$ cat src/rtl/oursring2mem_slv.sv
// oursring2mem_slv: ring request/response slave bridging to an in-order memory port.
// Define OURSRING2MEM_ADDR_CHK_EN to answer out-of-window addresses with DECERR.
package oursring_pkg;
  localparam int ID_W = 8;

  typedef struct packed {
    logic [ID_W-1:0] awid;
    logic [39:0]     awaddr;
  } oursring_req_if_aw_t;

  typedef struct packed {
    logic [63:0] wdata;
    logic [7:0]  wstrb;
    logic        wlast;
  } oursring_req_if_w_t;

  typedef struct packed {
    logic [ID_W-1:0] arid;
    logic [39:0]     araddr;
  } oursring_req_if_ar_t;

  typedef struct packed {
    logic [ID_W-1:0] bid;
    logic [1:0]      bresp;
  } oursring_resp_if_b_t;

  typedef struct packed {
    logic [ID_W-1:0] rid;
    logic [63:0]     rdata;
    logic [1:0]      rresp;
    logic            rlast;
  } oursring_resp_if_r_t;
endpackage

module oursring2mem_slv
  import oursring_pkg::*;
#(
  parameter int          OSTD     = 4,
  parameter logic [39:0] MEM_BASE = 40'h0,
  parameter logic [39:0] MEM_SIZE = 40'h10000
) (
  input  logic                clk,
  input  logic                rst,
  input  logic                awvalid,
  output logic                awready,
  input  oursring_req_if_aw_t aw,
  input  logic                wvalid,
  output logic                wready,
  input  oursring_req_if_w_t  w,
  input  logic                arvalid,
  output logic                arready,
  input  oursring_req_if_ar_t ar,
  output logic                bvalid,
  input  logic                bready,
  output oursring_resp_if_b_t b,
  output logic                rvalid,
  input  logic                rready,
  output oursring_resp_if_r_t r,
  output logic                mem_req_valid,
  input  logic                mem_req_ready,
  output logic                mem_req_we,
  output logic [39:0]         mem_req_addr,
  output logic [63:0]         mem_req_wdata,
  output logic [7:0]          mem_req_mask,
  input  logic                mem_rsp_valid,
  input  logic [63:0]         mem_rsp_rdata,
  input  logic                mem_rsp_err
);
  localparam int PW = (OSTD > 1) ? $clog2(OSTD) : 1;
  localparam int CW = $clog2(OSTD + 1);

  typedef struct packed {
    logic            wr;
    logic [ID_W-1:0] id;
  } tag_t;

  typedef struct packed {
    tag_t        tag;
    logic [63:0] data;
    logic [1:0]  resp;
  } rsp_t;

  function automatic logic [PW-1:0] inc(input logic [PW-1:0] p);
    return (p == PW'(OSTD - 1)) ? '0 : p + 1'b1;
  endfunction

  logic            rq_vld_q, rq_we_q, rq_oor_q;
  logic [ID_W-1:0] rq_id_q;
  logic [39:0]     rq_addr_q;
  logic [63:0]     rq_wdata_q;
  logic [7:0]      rq_mask_q;

  tag_t            tag_mem_q [OSTD];
  logic [PW-1:0]   tag_wp_q, tag_rp_q;
  logic [CW-1:0]   tag_cnt_q, tag_cnt_d;

  rsp_t            rsp_mem_q [OSTD];
  logic [PW-1:0]   rsp_wp_q, rsp_rp_q;
  logic [CW-1:0]   rsp_cnt_q, rsp_cnt_d;

  logic [CW-1:0]   cnt_q, cnt_d;
  logic            rr_q;

  logic pop, credit_ok, slot_free, elig;
  logic wr_req, rd_req, gnt_wr, gnt_rd, acc;
  logic issue, oor_push, rq_pop;
  logic tag_ne, tag_pop, rsp_ne, rsp_push;
  logic [39:0] acc_addr;
  logic in_win, acc_oor;
  tag_t tag_hd;
  rsp_t rsp_hd, rsp_in;

  // Response side
  assign rsp_ne = (rsp_cnt_q != '0);
  assign rsp_hd = rsp_mem_q[rsp_rp_q];
  assign bvalid = rsp_ne & rsp_hd.tag.wr & ~rst;
  assign rvalid = rsp_ne & ~rsp_hd.tag.wr & ~rst;
  assign b      = '{bid: rsp_hd.tag.id, bresp: rsp_hd.resp};
  assign r      = '{rid: rsp_hd.tag.id, rdata: rsp_hd.data,
                    rresp: rsp_hd.resp, rlast: 1'b1};
  assign pop    = (bvalid & bready) | (rvalid & rready);

  // Acceptance and round-robin arbitration
  assign credit_ok = (cnt_q < CW'(OSTD)) | ((cnt_q == CW'(OSTD)) & pop);
  assign issue     = mem_req_valid & mem_req_ready;
  assign tag_ne    = (tag_cnt_q != '0);
  assign oor_push  = rq_vld_q & rq_oor_q & ~tag_ne;
  assign rq_pop    = issue | oor_push;
  assign slot_free = ~rq_vld_q | rq_pop;
  assign elig      = ~rst & credit_ok & slot_free;
  assign wr_req    = elig & awvalid & wvalid;
  assign rd_req    = elig & arvalid;
  assign gnt_wr    = wr_req & (~rd_req | rr_q);
  assign gnt_rd    = rd_req & ~gnt_wr;
  assign acc       = gnt_wr | gnt_rd;
  assign awready   = gnt_wr;
  assign wready    = gnt_wr;
  assign arready   = gnt_rd;

  assign acc_addr = gnt_wr ? aw.awaddr : ar.araddr;
  assign in_win   = ({1'b0, acc_addr} >= {1'b0, MEM_BASE}) &&
                    ({1'b0, acc_addr} < ({1'b0, MEM_BASE} + {1'b0, MEM_SIZE}));

`ifdef OURSRING2MEM_ADDR_CHK_EN
  assign acc_oor = ~in_win;
`else
  logic unused_win;
  assign unused_win = in_win;
  assign acc_oor    = 1'b0;
`endif

  logic unused_wlast;
  assign unused_wlast = w.wlast;

  assign mem_req_valid = rq_vld_q & ~rq_oor_q & ~rst;
  assign mem_req_we    = rq_we_q;
  assign mem_req_addr  = rq_addr_q;
  assign mem_req_wdata = rq_wdata_q;
  assign mem_req_mask  = rq_mask_q;

  // Memory response pairing; a DECERR entry only enters once older tags drained
  assign tag_hd   = tag_mem_q[tag_rp_q];
  assign tag_pop  = mem_rsp_valid & tag_ne;
  assign rsp_push = oor_push | tag_pop;

  always_comb begin
    rsp_in = '0;
    if (oor_push) begin
      rsp_in.tag  = '{wr: rq_we_q, id: rq_id_q};
      rsp_in.resp = 2'b11;
    end else begin
      rsp_in.tag  = tag_hd;
      rsp_in.data = mem_rsp_rdata;
      rsp_in.resp = mem_rsp_err ? 2'b10 : 2'b00;
    end
  end

  assign tag_cnt_d = tag_cnt_q + CW'(issue) - CW'(tag_pop);
  assign rsp_cnt_d = rsp_cnt_q + CW'(rsp_push) - CW'(pop);
  assign cnt_d     = cnt_q + CW'(acc) - CW'(pop);

  always_ff @(posedge clk) begin
    if (issue) tag_mem_q[tag_wp_q] <= '{wr: rq_we_q, id: rq_id_q};
    if (rsp_push) rsp_mem_q[rsp_wp_q] <= rsp_in;
  end

  always_ff @(posedge clk) begin
    if (rst) begin
      rq_vld_q   <= 1'b0;
      rq_we_q    <= 1'b0;
      rq_oor_q   <= 1'b0;
      rq_id_q    <= '0;
      rq_addr_q  <= '0;
      rq_wdata_q <= '0;
      rq_mask_q  <= '0;
      tag_wp_q   <= '0;
      tag_rp_q   <= '0;
      tag_cnt_q  <= '0;
      rsp_wp_q   <= '0;
      rsp_rp_q   <= '0;
      rsp_cnt_q  <= '0;
      cnt_q      <= '0;
      rr_q       <= 1'b1;
    end else begin
      if (acc) begin
        rq_vld_q   <= 1'b1;
        rq_we_q    <= gnt_wr;
        rq_oor_q   <= acc_oor;
        rq_id_q    <= gnt_wr ? aw.awid : ar.arid;
        rq_addr_q  <= acc_addr;
        rq_wdata_q <= gnt_wr ? w.wdata : '0;
        rq_mask_q  <= gnt_wr ? w.wstrb : '0;
      end else if (rq_pop) begin
        rq_vld_q <= 1'b0;
      end
      if (wr_req & rd_req) rr_q <= gnt_rd;
      if (issue) tag_wp_q <= inc(tag_wp_q);
      if (tag_pop) tag_rp_q <= inc(tag_rp_q);
      if (rsp_push) rsp_wp_q <= inc(rsp_wp_q);
      if (pop) rsp_rp_q <= inc(rsp_rp_q);
      tag_cnt_q <= tag_cnt_d;
      rsp_cnt_q <= rsp_cnt_d;
      cnt_q     <= cnt_d;
    end
  end
endmodule

$ cat config.mk
export PLATFORM = sky130hd
export DESIGN_NAME = oursring2mem_slv
export DESIGN_NICKNAME = d
export VERILOG_FILES = /design/src/rtl/oursring2mem_slv.sv
export SDC_FILE = /design/constraint.sdc
export NUM_CORES = 1
export LEC_CHECK = 0
export CAP_MARGIN = 40
export CORE_MARGIN = 4
export CORE_UTILIZATION = 45
export DETAILED_ROUTE_END_ITERATION = 16
export PLACE_DENSITY = 0.85
export SLEW_MARGIN = 20
export SYNTH_ARGS = -nofsm -noshare
export SYNTH_HDL_FRONTEND = slang
export SYNTH_SLANG_ARGS = --single-unit
$ cat constraint.sdc
create_clock -name clk -period 3.87 [get_ports clk]
set_clock_uncertainty 0.1 [all_clocks]
set_input_delay 0.9675 -clock clk [delete_from_list [all_inputs] [get_ports clk]]
set_output_delay 0.9675 -clock clk [all_outputs]
set_load 0.005 [all_outputs]
Yosys cells after proc, flatten, opt, wreduce, memory -nomap -nowiden

Memory sizes are Yosys's and may differ from the RTL's. A register that Yosys moved wholly into a read port is not among the register bits.
Index checks and enable logic that the tools add are counted.

Memories: 2
Flip-flop bits (word level): 140
Word-level logic and storage cells: 82
Memory bits (writable): 336
Output and inout port bits: 204

Equal/unequal tests: 5
Reduce and logical (&&, ||, !) cells: 3
Magnitude comparators: 1
$add $sub $neg: 10
Bitwise operators: 28
Muxes and demuxes: 19

Memories:

| memory    | words | bits a word | read ports | clocked after Yosys merged registers in | wr ports | RTL line | source |
|---|---|---|---|---|---|---|---|
| rsp_mem_q | 4     | 75          | 1          | 1                                       | 1        | 97       | `rsp_t rsp_mem_q [OSTD];` |
| tag_mem_q | 4     | 9           | 1          | 1                                       | 1        | 93       | `tag_t tag_mem_q [OSTD];` |

Operators by type and width:

| cell                | count |
|---|---|
| $mux 64             | 1 |
| $mux 40             | 1 |
| $and 1x1->1         | 18 |
| $mux 2              | 9 |
| $mux 8              | 2 |
| $add 3x1->3         | 3 |
| $sub 3x1->3         | 3 |
| $add 2x1->2 const B | 4 |
| $eq 2x2->1 const B  | 4 |
| $mux 1              | 6 |
| $reduce_bool 3->1   | 2 |
| $not 1->1           | 5 |
| $or 1x1->1          | 5 |
| $eq 3x3->1 const B  | 1 |
| $lt 3x3->1 const B  | 1 |
| $reduce_bool 2->1   | 1 |

Longest topological paths before layout

Gate-level depths: netlist (run 1).

Depth after elaboration: 18
Depth in mapped cells: 12
Gate-level depth less buffers: 11

Worst setup path before layout (run 1)

No wires, ideal clock.

Path type: input to register
Start point: input port mem_rsp_valid
End point: memory rsp_mem_q[0][10] in the netlist's numbering, enable pin
Required time: 3.329 ns
Path buffers: 0
Cell stages on the path: 3
Path slack: 0.285 ns
Arrival time: 3.045 ns
Cell sequence: o31ai_1 inv_1 and2_1

Word-level cells in the longest chain between the ends: 3

Ends and longest elaborated chain:

| what                         | RTL line | source |
|---|---|---|
| start, declared              | 65       | `input logic mem_rsp_valid,` |
| $and 1x1->1                  | 163      | `assign tag_pop = mem_rsp_valid & tag_ne;` |
| net rsp_push                 | 107      | `logic tag_ne, tag_pop, rsp_ne, rsp_push;` |
| $mux 1                       | 184      | `if (rsp_push) rsp_mem_q[rsp_wp_q] <= rsp_in;` |
| $mux 1 (implied by the code) | 184      |  |
| end, declared                | 97       |  |

The timed path passes the listed nets, and every way through them passes these cells.

Final worst setup path (run 1)

Start point: input port mem_req_ready
End point: output port wready

Word-level cells in the longest chain between the ends: 7

Ends and longest elaborated chain:

| what            | RTL line | source |
|---|---|---|
| start, declared | 60       | `input logic mem_req_ready,` |
| $and 1x1->1 (*) | 125      | `assign issue = mem_req_valid & mem_req_ready;` |
| $or 1x1->1 (*)  | 129      | `assign slot_free = ~rq_vld_q \| rq_pop;` |
| $and 1x1->1 (*) | 130      | `assign elig = ~rst & credit_ok & slot_free;` |
| $and 1x1->1     | 132      | `assign rd_req = elig & arvalid;` |
| $not 1->1       | 133      | `assign gnt_wr = wr_req & (~rd_req \| rr_q);` |
| $or 1x1->1      | 133      |  |
| $and 1x1->1 (*) | 133      |  |
| end, declared   | 48       | `output logic wready,` |

Mark *: on every way between the ends. The rest lies on a longest branch, timed or not.

==> results of run 1 <==
[sequential cells by signal (all words and copies together), names as in the netlist, named ones only]
register,cells
mem_req_mask,8
rq_vld_q,1
cnt_q,3
mem_req_we,1
rsp_rp_q,2
tag_rp_q,2
mem_req_addr,40
mem_req_wdata,64
tag_mem_q,36
rsp_wp_q,2
rr_q,1
tag_wp_q,2
rq_id_q,8
tag_cnt_q,3
rsp_cnt_q,3
rsp_mem_q,296
[where the power goes]
group | leakage [nW] | internal [mW] | switching [mW]
logic | 4.01 | 1.94 | 1.49
clock network | 0.721 | 2.49 | 1.83
registers | 4.20 | 6.18 | 0.287
total | 8.93 | 10.6 | 3.61
[final cells by class]
type	count	area [sq um]	area share (%)
tap	525	657	2.65
clock buffer	58	1250	5.06
antenna	7	17.5	0.0708
multi-input combinational	467	4660	18.8
timing repair buffer	474	4750	19.2
sequential	476	12900	52.0
inverter	88	333	1.34
clock inverter	28	219	0.885
[metal layers]
metal | global-route usage (%) | vias to the layer above | wire (um)
met3 | 6.53 | 83 | 4160
li1 | - | 5093 | -
met4 | 6.32 | 2 | 1420
met5 | 0 | - | 12
met1 | 24.0 | 5465 | 16600
met2 | 34.9 | 494 | 23100
[cell families after synthesis]
kind of cell | synth area share (%)
flops | 70.5
mux | 15.7
buf+inv | 4.07
simple gates | 3.86
compound gates | 4.16
fa+ha+maj | 1.43
xor+xnor | 0.288
other cells | 0.0412
[metrics by stage]
step	total power [mW]	TNS, ns	std cells
after floorplan	8.19	0	1113
final	14.2	0	2123
after global placement	9.94	-0.750	2028
after global routing	14.9	0	2123
after CTS	14.4	0	2114
after detailed placement	10.1	-0.833	2028
[cell usage in the layout (no fill, tap or decap), drive strengths merged, types with 14 or more instances in the layout]
master,count
clkdlybuf4s50,439
edfxtp,332
dfxtp,144
nand2,125
mux2i,98
inv,89
mux4,83
o32ai,72
clkbuf,61
buf,31
clkinv,22
ha,16
nor2,14
[worst paths after layout]
path / startpoint / to / slack [ns] / cells after the start
min: mem_req_addr[19]$_SDFFE_PP0P_ / mem_req_addr[19]$_SDFFE_PP0P_ / 0.36 / 2
max: mem_req_ready / wready / 0.06 / 6
max reg2reg: flip-flop / cnt_q[2]$_SDFF_PP0_ / 0.83 / 12
min reg2reg: mem_req_addr[19]$_SDFFE_PP0P_ / mem_req_addr[19]$_SDFFE_PP0P_ / 0.36 / 2
[critical path, cell delays in order]
cell,delay (ns)
clkdlybuf4s50_1,0.48
nor2b_1,0.06
or4b_1,0.53
o32a_2,0.24
nor2_2,0.15
dlygate4sd2_1,0.31
==> out/qor.csv, run 1 <==
metric;value;unit
Vias/cell;5.25;
Die Ht;209;um
post-route cell area;24700;sq um
Leakage;8.93;nW
vias in the first global route;11841;
port bufs;442;
Core Area;39900;sq um
first-pass GRT wire length;68.8;mm
initial antenna violation count;8;
# hold bufs at CTS;0;
GPL Wtd Cong;0.815;
CP startpoint kind;input pin;
Setup Fix Bufs, Post-CTS;0;
max cap viols;0;
Via Count;11137;
most frequent cell after synthesis;edfxtp_1;
CP endpoint kind;primary output;
status;finished clean;
Tot GR Track Use;20.1;%
synthesis-stage register bit count;476;
Min Clock Period, post-route;3.81;ns
largest cells by area after synthesis;edfxtp_1 55%, dfxtp_1 16%, mux4_2 10%;
warning count from the yosys run;0;
mean post-synth cell area;16.4;sq um
clock buffer depth;3;
Net count, final;1816;
Synth-to-Final Area Change;35.7;%
synth unique cells;40;
fin crit share;98.5;%
clk_lat worst skew;0.57;ns
number of synthesized flops with an enable pin;332;
Die X-Extent;209;um
drc violations;0;
routed len/inst;21.3;um
Peak Freq;262;MHz
Peak VDD IR;0.000364;V
cell taking the most area after synthesis;edfxtp_1;
largest net degree at the start of global routing;74;
starting density of the core;45.7;%
top-area cell type share of the netlist area;54.7;%
worst slew pin tran;0.855;ns
RSZ-0062 raised after global routing;false;
Setup WS pre-CTS;-0.291;ns
top_reg_cell synth;edfxtp_1;
Setup Viol. Count Final;0;
clock sinks;476;
post-CTS sizing;5;
pwr dens;575;nW/um^2
Worst Hold Class;reg -> reg;
most common library cells after synthesis;332 x edfxtp_1, 144 x dfxtp_1, 125 x nand2_1;
1st-pass router iterations;5;
worst hold slack;0.361;ns
DRT Wirelength;45.2;mm
Detail Route Antenna Nets;0;
Arrival @ worst endpoint;2.75;ns
clock root cell;clkbuf_16;
synthesized area;18200;sq um
full die area;43800;sq um
fillers;2830;
placed cell areas;23200;sq um
Detailed Route Iter0 Violations;582;
final core occ;62.0;%
crit path max fanout;4;
Final Worst Setup Slack;0.0571;ns
fraction of layout cells with a size suffix above 1;12.4;%
total global routing overflow;0;
Num CTS Buffers;47;
post-detail-place hpwl;31.4;mm
CTS tree;yes;
Final Hold Fails;0;
FFs w/ async S/R, synth;0;%
clk slew on worst S/H paths;0.05;ns
CP Class;in -> out;
post-synthesis sequential area ratio;70.5;%
Rel. slew slack;43.0;%
# IOs;447;
Rows;73;
H-Tree Depth;2;
Cells after Synth;1112;
final slew viol count;0;
required time worst endpoint;2.80;ns
Power figures use the tool's default switching activity.
==> inputs of run 2 (changes only) <==
- CORE_MARGIN: 4 -> unset
- GPL_TIMING_DRIVEN: unset -> 1
==> run 2 against run 1 <==
  * Worst hold slack hardly changed
  * Critical path type unchanged
  * Combinational power hardly changed
  * Global-route usage is 1.4 points higher
  * Register-to-register slack hardly changed
  * Critical endpoint unchanged
  * Via count is 0.22% higher
  * Non-clock buffer count is 2 lower
  * Sequential power hardly changed
  * Critical path depth stayed put
==> out/qor.csv, run 2 (same netlist as run 1, synthesis figures left out) <==
metric;value;unit
Die X-Extent;203;um
GR Util met1;24.2;%
Setup Viol. Count Final;0;
clock sinks;476;
Leakage;8.85;nW
pwr dens;567;nW/um^2
Crit path depth;6;
full die area;41300;sq um
post-CTS sizing;8;
most common cell after layout, fill and taps aside;clkdlybuf4s50_1;
Peak Freq;262;MHz
post-detail-place hpwl;30.2;mm
crit path max fanout;6;
clock buffer depth;3;
R2R Setup Slk;0.82;ns
Setup Fix Bufs, Post-CTS;0;
clk_lat worst skew;0.57;ns
Via Count;11161;
required time worst endpoint;2.80;ns
clock root cell;clkbuf_16;
crit-path cells;clkdlybuf4s50_1, nor2b_1, or4b_4, o32a_4, nor2_2, dlygate4sd2_1;
total global routing overflow;0;
cell family with most CP delay;simple AND/OR/NAND/NOR gates;
CTS tree;yes;
Arrival @ worst endpoint;2.76;ns
Core Area;39800;sq um
Net count, final;1813;
DRT Wirelength;44.6;mm
vias in the first global route;11817;
Tot GR Track Use;21.5;%
GRT met2 Usage;37.4;%
fraction of layout cells with a size suffix above 1;11.8;%
worst slew pin tran;0.883;ns
setup TNS;0;ns
commonest non-fill, non-tap cells in the layout;439 x clkdlybuf4s50_1, 332 x edfxtp_1, 142 x dfxtp_1, 125 x nand2_1, 97 x mux2i_1;
Detail Route Antenna Nets;0;
GPL Wtd Cong;0.839;
Vias/cell;5.27;
CP max-delay cell;or4b_4;
max cap viols;0;
starting density of the core;45.8;%
met3 usage;7.89;%
CP Class;in -> out;
Die Ht;203;um
Num CTS Buffers;46;
CP endpoint kind;primary output;
Peak VDD IR;0.000362;V
clk slew on worst S/H paths;0.06;ns
Rel. slew slack;41.1;%
Min Clock Period, post-route;3.82;ns
1st-pass router iterations;5;
max reg flops;296;
placed cell areas;23200;sq um
Reg2Reg Depth;12;
CP startpoint kind;input pin;
Rows;73;
# hold bufs at CTS;0;
Worst Hold Class;reg -> reg;
grt peak-use layer;met2;
Crit path largest cell delay;0.55;ns
Buf+Inv Stages, Crit Path;2;
first-pass GRT wire length;67.0;mm
final slew viol count;0;
hold path cells;2;
H-Tree Depth;2;
port bufs;442;
initial antenna violation count;12;
fin crit share;98.8;%
largest register by flop count;rsp_mem_q;
Final Hold Fails;0;
Synth-to-Final Area Change;35.0;%
# IOs;447;
largest net degree at the start of global routing;122;
status;finished clean;
Detailed Route Iter0 Violations;485;
drc violations;0;
routed len/inst;21.1;um
post-route cell area;24600;sq um
==> run 2: cell count changes in the layout (fill, tap and decap cells not counted), moves of 4 or more <==
cell	change
clkinv_1	-5
diode_2	+4
clkbuf_2	-4
clkbuf_1	+10
clkinv_2	-4
==> run 2: final timing paths <==
kind,from,endpoint
setup / recovery,mem_req_ready,wready
hold / removal,mem_req_addr[34]$_SDFFE_PP0P_,mem_req_addr[34]$_SDFFE_PP0P_
setup reg to reg,flip-flop,cnt_q[2]$_SDFF_PP0_
hold reg to reg,mem_req_addr[34]$_SDFFE_PP0P_,mem_req_addr[34]$_SDFFE_PP0P_
==> run 2: metal layers <==
metal  routed length, um  vias up
li1                    -     5080
met1               16100     5571
met2               23000      440
met3                4150       68
met4                1340        2
met5                  17        -
==> run 2: area by class of cell <==
class,count,area (sq um)
multi-input combinational,467,4680
clock buffer,64,1220
fill,2917,15200
clock inverter,16,109
antenna,11,27.5
timing repair buffer,472,4720
tap,525,657
sequential,476,12900
inverter,88,333
==> run 2: worst reg2reg max path: stages, from the launching register on <==
cell and delay (ns):
dfxtp_4 0.36, mux4_2 0.56, mux2i_2 0.23, buf_4 0.19, o31ai_4 0.28, inv_2 0.06, ha_1 0.29, inv_1 0.06
ha_1 0.13, inv_1 0.05, fa_1 0.40, xnor2_1 0.17, nor2_1 0.06
==> run 2: stage by stage <==
step,util (%),hold WS [ns],cells,power (mW),setup slack [ns]
after CTS,61.7,0.363,2107,14.1,-0.00192
after floorplan,-,0.339,1113,8.19,0.285
final,61.8,0.361,2119,14.0,0.0471
after global placement,58.4,0.344,2027,9.90,-0.344
after detailed placement,58.4,0.353,2027,10.0,-0.369
after global routing,61.8,0.381,2118,14.6,-0.00822
==> run 2: report_power, final <==
| part | internal, mW | switching (mW) |
|---|---|---|
| registers | 6.18 | 0.292 |
| clock network | 2.26 | 1.79 |
| logic | 1.94 | 1.49 |
==> inputs of run 3 (changes only) <==
- CTS_CLUSTER_SIZE: unset -> 10
- DONT_BUFFER_PORTS: unset -> 1
- PLACE_DENSITY: 0.85 -> 0.71
==> run 3 against run 2 <==
  * Cell count is 22% lower
  * Worst hold slack barely moved
  * Wire length shrank 14%
  * Utilization down 11 points
  * Non-clock buffer count down 450
  * Maximum frequency grew 4.5%
  * First-iteration DRC count decreased by 15%
  * Global-route usage is 3.2 points lower
  * Final area shrank 18%
  * Largest cell class unchanged
==> out/qor.csv, run 3 (same netlist as run 1, synthesis figures left out) <==
metric;value;unit
routed len/inst;23.3;um
worst hold slack;0.361;ns
Core Area;39800;sq um
register area;12900;sq um
Setup Fix Bufs, Post-CTS;0;
CP endpoint kind;primary output;
Tot GR Track Use;18.4;%
Detail Route Antenna Nets;0;
largest register by flop count;rsp_mem_q;
RSZ-0062 raised after global routing;false;
Gate power share;15.6;%
drc violations;0;
Arrival @ worst endpoint;2.59;ns
Internal Power;9.65;mW
pwr dens;639;nW/um^2
Via Count;9281;
Min Clock Period, post-route;3.66;ns
post-route cell area;20200;sq um
max cap viols;0;
Synth-to-Final Area Change;11.1;%
H-Tree Depth;2;
setup TNS;0;ns
multi-input logic area;4660;sq um
Rel. slew slack;42.5;%
fin crit share;94.6;%
Rows;73;
total global routing overflow;0;
final slew viol count;0;
initial antenna violation count;5;
clock network power share;33.8;%
clk slew on worst S/H paths;0.06;ns
first-pass GRT wire length;57.2;mm
DRT Wirelength;38.6;mm
Final Hold Fails;0;
clock buffer depth;3;
fin cells;1656;
starting density of the core;45.8;%
GPL Wtd Cong;0.838;
vias in the first global route;9565;
max reg flops;296;
Die X-Extent;203;um
Net count, final;1371;
Final Worst Setup Slack;0.210;ns
# hold bufs at CTS;0;
Detailed Route Iter0 Violations;410;
NetSw;3.30;mW
required time worst endpoint;2.80;ns
largest net degree at the start of global routing;100;
Worst Hold Class;in -> reg;
crit path max fanout;9;
Setup Viol. Count Final;0;
Vias/cell;5.60;
clock sinks;476;
most common cell after layout, fill and taps aside;edfxtp_1;
status;finished clean;
# IOs;447;
port bufs;0;
commonest non-fill, non-tap cells in the layout;332 x edfxtp_1, 142 x dfxtp_1, 125 x nand2_1, 97 x mux2i_1, 86 x inv_1;
dpl cells;1577;
Leakage;7.20;nW
clock root cell;clkbuf_16;
fillers;3258;
post-CTS sizing;0;
Setup WS pre-CTS;0.468;ns
clk_lat worst skew;0.58;ns
1st-pass router iterations;5;
CP Class;reg -> out;
Num CTS Buffers;54;
CTS tree;yes;
full die area;41300;sq um
Sw Ratio;25.5;%
Die Ht;203;um
CP startpoint kind;flip-flop;
worst slew pin tran;0.862;ns
Peak Freq;273;MHz
post-detail-place hpwl;25.6;mm
sequential share of power;50.5;%
Peak VDD IR;0.000355;V
fraction of layout cells with a size suffix above 1;15.9;%
placed cell areas;18700;sq um
==> run 3: critical path, stage by stage (launching register included) <==
cell	delay, ns
dfxtp_4	0.36
mux4_2	0.57
mux2i_2	0.54
o32a_2	0.29
nor2_1	0.07
buf_4	0.18
==> run 3: area by class of cell <==
class / instances / share of cell area (%)
Timing Repair Buffer: 22 / 1.21
Sequential cell: 476 / 63.5
Antenna cell: 5 / 0.0618
Inverter: 88 / 1.64
Clock inverter: 3 / 0.0865
Clock buffer: 70 / 7.22
Multi-Input combinational cell: 467 / 23.0
Tap cell: 525 / 3.24
==> run 3: layer usage <==
metal	GRT usage, %	part of all wire (%)	up-vias
li1	-	-	4173
met1	20.9	37	4616
met2	30.7	50	413
met3	7.02	10	79
met4	8.32	3.3	0
met5	0	0	-
==> run 3: per-stage QoR <==
step | total power [mW] | util, %
2_1_floorplan | 8.19 | -
5_1_grt | 13.5 | 50.8
3_3_place_gp | 8.64 | 47.0
6_report | 12.9 | 50.8
4_1_cts | 13.1 | 50.8
3_5_place_dp | 8.71 | 47.1
==> run 3: power groups by stage <==
stage / clock network [mW] / logic, mW / registers [mW]
after CTS: 4.50 / 2.07 / 6.55
final: 4.38 / 2.02 / 6.54
after detailed placement: 0 / 2.07 / 6.64
after global routing: 4.66 / 2.23 / 6.61
after global placement: 0 / 2.02 / 6.62
after floorplan: 0 / 1.67 / 6.53
==> run 3: final timing paths <==
| path | from | end | slack (ns) | depth (start not counted) |
|---|---|---|---|---|
| setup / recovery | flip-flop | awready | 0.21 | 5 |
| hold / removal | rst | rsp_wp_q[1]$_SDFFE_PP0P_ | 0.36 | 1 |
| setup reg to reg | flip-flop | rsp_cnt_q[2]$_SDFF_PP0_ | 0.83 | 10 |
| hold reg to reg | tag_rp_q[1]$_SDFFE_PP0P_ | flip-flop | 0.38 | 2 |
